<file path="src/rtl/mdu_seq_if.sv">
// ---------------------------------------------------------------------------
// mdu_seq_if - request / write-back bundle between the core, the register
// file BR and the multi-cycle multiply/divide unit.
//
// Signals:
//   start    request pulse (sampled only while the unit is idle)
//   op       funct3: 0 MUL 1 MULH 2 MULHSU 3 MULHU 4 DIV 5 DIVU 6 REM 7 REMU
//   rs1_val  operand A (BR rd1)
//   rs2_val  operand B (BR rd2)
//   rd_addr  destination register
//   busy     unit occupied, core must stall
//   a3/wd3   write-back address/data to BR, qualified by we
//   we       one-cycle write-enable pulse to BR
//
// Modports: master = requester (core / bench), slave = mdu_seq.
// ---------------------------------------------------------------------------
interface mdu_seq_if #(
    parameter int XLEN = 32
);
    logic            start;
    logic [2:0]      op;
    logic [XLEN-1:0] rs1_val;
    logic [XLEN-1:0] rs2_val;
    logic [4:0]      rd_addr;
    logic            busy;
    logic [4:0]      a3;
    logic [XLEN-1:0] wd3;
    logic            we;

    modport master (
        output start, op, rs1_val, rs2_val, rd_addr,
        input  busy, a3, wd3, we
    );

    modport slave (
        input  start, op, rs1_val, rs2_val, rd_addr,
        output busy, a3, wd3, we
    );
endinterface

</file>
<file path="src/rtl/mdu_seq.sv">
// ---------------------------------------------------------------------------
// mdu_seq - iterative RV32 M-extension multiply/divide unit, one bit per clock.
//
// Ports:
//   clk    system clock, rising edge
//   rst_n  asynchronous active-low reset (aborts any operation, no write)
//   bus    mdu_seq_if.slave: start/op/rs1_val/rs2_val/rd_addr in,
//          busy/a3/wd3/we out
//
// Flow: IDLE -> RUN (32 iterations) -> WB (one cycle) -> IDLE.
// Multiply is shift-add on magnitudes, divide is restoring shift-subtract on
// magnitudes; signs are applied after the last iteration.
//
// Build option:
//   MDU_EARLY_OUT_EN  when defined, divide-by-zero, signed overflow and
//                     multiply by zero go straight from IDLE to WB.
//                     Results are identical either way; only latency differs.
// ---------------------------------------------------------------------------
module mdu_seq #(
    parameter int XLEN = 32
) (
    input  logic     clk,
    input  logic     rst_n,
    mdu_seq_if.slave bus
);
    localparam logic [1:0] S_IDLE = 2'd0;
    localparam logic [1:0] S_RUN  = 2'd1;
    localparam logic [1:0] S_WB   = 2'd2;

`ifdef MDU_EARLY_OUT_EN
    localparam bit EARLY_OUT = 1'b1;
`else
    localparam bit EARLY_OUT = 1'b0;
`endif

    logic [1:0]        r_state;
    logic [2:0]        r_op;
    logic [4:0]        r_rd;
    logic [4:0]        r_cnt;
    logic [XLEN-1:0]   r_b;
    // Multiply: {high partial product, multiplier shifting out}.
    // Divide:   {partial remainder, dividend shifting out / quotient in}.
    logic [2*XLEN-1:0] r_acc;
    logic              r_neg_res;
    logic              r_neg_rem;
    logic              r_spec;
    logic [XLEN-1:0]   r_spec_res;
    logic [4:0]        r_a3;
    logic [XLEN-1:0]   r_wd3;
    logic              r_we;

    // ---------------- operand decode (used only on acceptance) -------------
    logic            w_is_div;
    logic            w_a_signed;
    logic            w_b_signed;
    logic            w_neg_a;
    logic            w_neg_b;
    logic [XLEN-1:0] w_abs_a;
    logic [XLEN-1:0] w_abs_b;
    logic            w_div_zero;
    logic            w_ovf;
    logic            w_mul_zero;
    logic            w_spec;
    logic [XLEN-1:0] w_spec_res;

    always_comb begin
        w_is_div   = bus.op[2];
        w_a_signed = (bus.op == 3'd1) || (bus.op == 3'd2) ||
                     (bus.op == 3'd4) || (bus.op == 3'd6);
        w_b_signed = (bus.op == 3'd1) || (bus.op == 3'd4) || (bus.op == 3'd6);
        w_neg_a    = w_a_signed && bus.rs1_val[XLEN-1];
        w_neg_b    = w_b_signed && bus.rs2_val[XLEN-1];
        w_abs_a    = w_neg_a ? ('0 - bus.rs1_val) : bus.rs1_val;
        w_abs_b    = w_neg_b ? ('0 - bus.rs2_val) : bus.rs2_val;
        w_div_zero = w_is_div && (bus.rs2_val == '0);
        w_ovf      = ((bus.op == 3'd4) || (bus.op == 3'd6)) &&
                     (bus.rs1_val == {1'b1, {(XLEN-1){1'b0}}}) &&
                     (bus.rs2_val == '1);
        w_mul_zero = !w_is_div && ((bus.rs1_val == '0) || (bus.rs2_val == '0));
        w_spec     = w_div_zero || w_ovf || w_mul_zero;
        // op[1] distinguishes REM/REMU from DIV/DIVU
        w_spec_res = '0;
        if (w_div_zero)
            w_spec_res = bus.op[1] ? bus.rs1_val : '1;
        else if (w_ovf)
            w_spec_res = bus.op[1] ? '0 : {1'b1, {(XLEN-1){1'b0}}};
    end

    // ---------------- one iteration of the datapath ------------------------
    logic [XLEN:0]     w_sum;
    logic [XLEN:0]     w_trial;
    logic [2*XLEN-1:0] w_acc_next;

    always_comb begin
        w_sum   = {1'b0, r_acc[2*XLEN-1:XLEN]} + (r_acc[0] ? {1'b0, r_b} : '0);
        // Partial remainder shifted left with the next dividend bit, minus divisor;
        // bit XLEN set means the subtraction borrowed (restore).
        w_trial = {r_acc[2*XLEN-1:XLEN], r_acc[XLEN-1]} - {1'b0, r_b};
        if (!r_op[2])
            w_acc_next = {w_sum, r_acc[XLEN-1:1]};
        else if (!w_trial[XLEN])
            w_acc_next = {w_trial[XLEN-1:0], r_acc[XLEN-2:0], 1'b1};
        else
            w_acc_next = {r_acc[2*XLEN-2:0], 1'b0};
    end

    // ---------------- sign correction of the final iteration ---------------
    logic [2*XLEN-1:0] w_prod;
    logic [XLEN-1:0]   w_quo;
    logic [XLEN-1:0]   w_rem;
    logic [XLEN-1:0]   w_result;

    always_comb begin
        w_prod = r_neg_res ? ('0 - w_acc_next) : w_acc_next;
        w_quo  = r_neg_res ? ('0 - w_acc_next[XLEN-1:0]) : w_acc_next[XLEN-1:0];
        w_rem  = r_neg_rem ? ('0 - w_acc_next[2*XLEN-1:XLEN])
                           : w_acc_next[2*XLEN-1:XLEN];
        if (r_spec)
            w_result = r_spec_res;
        else if (r_op[2])
            w_result = r_op[1] ? w_rem : w_quo;
        else if (r_op == 3'd0)
            w_result = w_prod[XLEN-1:0];
        else
            w_result = w_prod[2*XLEN-1:XLEN];
    end

    // ---------------- control ----------------------------------------------
    always_ff @(posedge clk or negedge rst_n) begin
        if (!rst_n) begin
            r_state    <= S_IDLE;
            r_op       <= '0;
            r_rd       <= '0;
            r_cnt      <= '0;
            r_b        <= '0;
            r_acc      <= '0;
            r_neg_res  <= 1'b0;
            r_neg_rem  <= 1'b0;
            r_spec     <= 1'b0;
            r_spec_res <= '0;
            r_a3       <= '0;
            r_wd3      <= '0;
            r_we       <= 1'b0;
        end else begin
            r_we <= 1'b0;
            case (r_state)
                S_IDLE: begin
                    if (bus.start) begin
                        r_op       <= bus.op;
                        r_rd       <= bus.rd_addr;
                        r_cnt      <= 5'd31;
                        r_b        <= w_abs_b;
                        r_acc      <= {{XLEN{1'b0}}, w_abs_a};
                        r_neg_res  <= w_neg_a ^ w_neg_b;
                        r_neg_rem  <= w_neg_a;
                        r_spec     <= w_spec;
                        r_spec_res <= w_spec_res;
                        if (EARLY_OUT && w_spec) begin
                            r_state <= S_WB;
                            r_a3    <= bus.rd_addr;
                            r_wd3   <= w_spec_res;
                            r_we    <= (bus.rd_addr != 5'd0);
                        end else begin
                            r_state <= S_RUN;
                        end
                    end
                end
                S_RUN: begin
                    r_acc <= w_acc_next;
                    r_cnt <= r_cnt - 5'd1;
                    if (r_cnt == 5'd0) begin
                        r_state <= S_WB;
                        r_a3    <= r_rd;
                        r_wd3   <= w_result;
                        r_we    <= (r_rd != 5'd0);
                    end
                end
                S_WB:    r_state <= S_IDLE;
                default: r_state <= S_IDLE;
            endcase
        end
    end

    assign bus.busy = (r_state != S_IDLE);
    assign bus.a3   = r_a3;
    assign bus.wd3  = r_wd3;
    assign bus.we   = r_we;
endmodule
</file>
<file path="src/flat_wrapper.sv">
// flat-port wrapper written by rule: the top's interface ports become plain ports
module mdu_seq_flat 
#(
    parameter int XLEN = 32
)
  (clk, rst_n, bus_start, bus_op, bus_rs1_val, bus_rs2_val, bus_rd_addr, bus_busy, bus_a3, bus_wd3, bus_we);
  mdu_seq_if #(.XLEN(XLEN)) bus_i ();
  input  logic clk;
  input  logic rst_n;
  input wire logic [$bits(bus_i.start)-1:0] bus_start;
  input wire logic [$bits(bus_i.op)-1:0] bus_op;
  input wire logic [$bits(bus_i.rs1_val)-1:0] bus_rs1_val;
  input wire logic [$bits(bus_i.rs2_val)-1:0] bus_rs2_val;
  input wire logic [$bits(bus_i.rd_addr)-1:0] bus_rd_addr;
  output wire logic [$bits(bus_i.busy)-1:0] bus_busy;
  output wire logic [$bits(bus_i.a3)-1:0] bus_a3;
  output wire logic [$bits(bus_i.wd3)-1:0] bus_wd3;
  output wire logic [$bits(bus_i.we)-1:0] bus_we;
  assign bus_i.start = bus_start;
  assign bus_i.op = bus_op;
  assign bus_i.rs1_val = bus_rs1_val;
  assign bus_i.rs2_val = bus_rs2_val;
  assign bus_i.rd_addr = bus_rd_addr;
  assign bus_busy = bus_i.busy;
  assign bus_a3 = bus_i.a3;
  assign bus_wd3 = bus_i.wd3;
  assign bus_we = bus_i.we;
  mdu_seq #(.XLEN(XLEN)) u_core (.clk(clk), .rst_n(rst_n), .bus(bus_i));
endmodule
</file>
<file path="config.mk">
export PLATFORM = sky130hd
export DESIGN_NAME = mdu_seq_flat
export DESIGN_NICKNAME = d
export VERILOG_FILES = /design/src/rtl/mdu_seq_if.sv /design/src/rtl/mdu_seq.sv /design/src/flat_wrapper.sv
export SDC_FILE = /design/constraint.sdc
export NUM_CORES = 1
export LEC_CHECK = 0
export ABC_CLOCK_PERIOD_IN_PS = 15100
export CORE_UTILIZATION = 25
export CTS_CLUSTER_DIAMETER = 30
export DETAILED_ROUTE_END_ITERATION = 8
export HOLD_SLACK_MARGIN = 0.03
export PLACE_DENSITY_LB_ADDON = 0.25
export SLEW_MARGIN = 20
export SYNTH_ARGS = -nofsm -noshare
export SYNTH_HDL_FRONTEND = slang
export SYNTH_SLANG_ARGS = --single-unit
</file>
<file path="constraint.sdc">
create_clock -name clk -period 15.1 [get_ports clk]
set_input_delay 3.02 -clock clk [delete_from_list [all_inputs] [get_ports clk]]
set_output_delay 3.02 -clock clk [all_outputs]
set_load 0.01 [all_outputs]
</file>
==> impl_metrics.ini <==
[finish]
seqCellArea_um2 = 4608
final_area_um2 = 20300
syn_to_final_growth_pct = 13.72
diodes = 0
nFillCells = 7684
multiInputGateArea_um2 = 12270
drive_gt1_share_pct = 7.337
fin_nets = 2452

[yosys]
synth_top_area_share_pct = 25.79
yosysMostFrequentCell = nand2_1
yosysSeqAreaShare_pct = 25.79
synth_top_family_by_area = compound AO/OA/AOI/OAI gates
yosys_warnings = 0
synth_edf_count = 0
synth-compound-area-share_pct = 27.31
async_flop_share_pct = 100.0
synth_common_cells = 319 x nand2_1, 184 x dfrtp_1, 179 x o21ai_0
synth.avg_cell_area_um2 = 7.809
synthAdderAreaFrac_pct = 5.201
synth-xor-area-share_pct = 8.733
syn_inst = 2286
syn_area_um2 = 17850
synth_largest_area_cell = dfrtp_1
synth.area.mux_share_pct = 3.168
synthSimpleGateAreaFrac_pct = 24.23
synth_cell_types = 118
ys_ff_latch = 184
yosys_most_used_dff = dfrtp_1
synth_area_leaders = dfrtp_1 26%, nand2_1 6.7%, xnor2_1 5.2%, o21ai_0 5.0%, ha_1 5.0%
synth_nets = 2434

[place]
port_buffers = 113
dp_hpwl_um = 56700
placed_area_um2 = 19680
routabilityCongestion = 0.9574

[sta]
finalHoldViolations = 0
fin_crit_sh_pct = 43.57
period_needed_ns = 6.580
fin_setup_tns_ns = 0
setup_viol_count_final = 0
rsz0062_at_grt = false
slew_headroom_pct = 20.68
hold_ws_ns = 0.4777
fmax_ghz = 0.1520
finalMaxSlewViolations = 0
worst_pin_slew_ns = 1.182
fin_skew_ns = 0.01881

[status]
outcome = finished clean

[floorplan]
die_width_um = 269.2
ios = 114
fp-row-count = 97
coreArea_um2 = 70390
start_util_pct = 25.36
die_area_um2 = 72480
chipHeight_um = 269.2

[clock_tree]
clk_transition_reported_paths_ns = 0.08
cts.sink_count = 184
cts_made_buffers = 17
h-tree-depth = 4
cts.path.max_buffers = 2
cts_resized = 0
clk_latency_ns = 0.51
hold_buffers = 0
cts_setup_buffers = 0
cts_tree = built
root_buffer = clkbuf_16

[hold_path]
hold_path_depth = 2
hold_start = u_core.r_spec_res[6]
min_path_type = reg -> reg
holdPathEnd = u_core.r_spec_res[6]

[routing]
vias = 18070
routed_wirelength_um = 73750
drc = 0
avgRoutedWirePerCell_um = 22.64
first_iter_violations = 1868
first_pass_iters = 5
final_antenna_net_count = 0
vias_per_cell = 5.547

[setup_path]
crit_fanout = 20
required_ns = 15.52
reg2reg_to = u_core.bus.wd3[2]
path_class = reg -> reg
cp-end-kind = register
r2r_setup_slack_ns = 8.52
cp_top_family = simple AND/OR/NAND/NOR gates
cp_common_cell = nor2_1
timing.rr.start = u_core.r_acc[31]
critPathLaunchType = register
reg2reg_depth = 25
crit_path_top_delay_cell = a2111oi_0
path_buf_inv = 4
cp.arrival_ns = 7.00
slowest_delay_ns = 0.95

[grt]
grt_max_degree = 86
grt_pass1_wl_um = 112900
grtUsageTotal_pct = 20.14
grt_pass1_vias = 17560
grt-ovfl-total = 0
antenna_found_initial = 3

[run]
max_cap_viol_count = 0
-- logic make-up after synthesis --
family	count (synthesis)
xor+xnor	178
compound gates	706
simple gates	879
buf+inv	213
mux	53
flops	184
fa+ha+maj	73
-- area by class of cell --
cell class / count / area share, %
inverters: 68 / 1.257
multi-input cells: 1889 / 60.46
clock buffers: 18 / 2.163
well taps: 940 / 5.794
clock inverters: 14 / 0.8875
repair buffers: 144 / 6.737
flip-flops and latches: 184 / 22.70
-- how the worst max path moves through the flow --
stage	start	cells after the start	end
floorplan	bus_rs2_val[0]	14	u_core.r_spec_res[31]
global placement	bus_rs2_val[1]	12	u_core.r_b[25]
detailed placement	bus_rs2_val[1]	12	u_core.r_b[29]
CTS	u_core.r_acc[31]	25	u_core.bus.wd3[2]
global route	u_core.r_acc[31]	25	u_core.bus.wd3[2]
finish	u_core.r_acc[31]	25	u_core.bus.wd3[2]
-- tightest hold or removal path: cells and delay by family, from the launching register on --
kind / cells / cell delay (ns)
AO/OA/AOI/OAI: 1 / 0.05
flip-flops: 1 / 0.34
AND/OR/NAND/NOR: 1 / 0.05
-- through the flow --
stage                     utilization, %  worst slack (ns)  instances
after detailed placement           27.96             8.460       3225
final                              28.84             8.520       3257
after CTS                          28.84             8.634       3257
after global routing               28.84             8.302       3257
after floorplan                        -             9.453       2286
after global placement             27.95             8.439       3225
-- routing by layer --
layer / up-vias / track usage (%) / routed length (um)
met5: - / 0 / 0
met4: 0 / 6.376 / 1961
met3: 94 / 2.707 / 4317
met2: 644 / 32.49 / 34190
met1: 8928 / 27.64 / 33290
li1: 8399 / - / -
-- cell usage in the layout, fill, tap and decap left out, drive strengths merged, types with 16 or more instances in the layout --
cell           netlist  layout
nand4               31      31
nand2              319     319
nor4                19      19
ha                  71      71
a21oi              160     160
nor3                69      69
inv                 67      72
clkdlybuf4s50        0     112
xnor2              107     107
dfrtp              184     184
a211oi              28      28
or3                 29      29
clkbuf             100      19
nor2b               41      41
o31ai               52      52
and2                43      43
o221ai              40      40
o21ai              193     193
o41ai               17      17
a21o                22      22
nand3               86      86
nor2               156     156
a31oi               28      28
xor2                71      71
mux2i               41      41
o211ai              26      26
nand2b              16      16
buf                 44      31
-- registers in the layout, indices dropped and copies added (netlist names) --
name,flops
u_core.r_spec,1
u_core.r_neg_res,1
u_core.r_cnt,5
u_core.r_rd,5
u_core.r_spec_res,32
u_core.r_acc,64
u_core.r_op,3
u_core.bus.a3,5
u_core.r_neg_rem,1
u_core.r_b,32
u_core.bus.wd3,32
u_core.r_state,2
u_core.bus.we,1
Power is left out: the tool's default activity adds up to more than one toggle a clock period on the data nets, which glitch-free logic cannot reach.
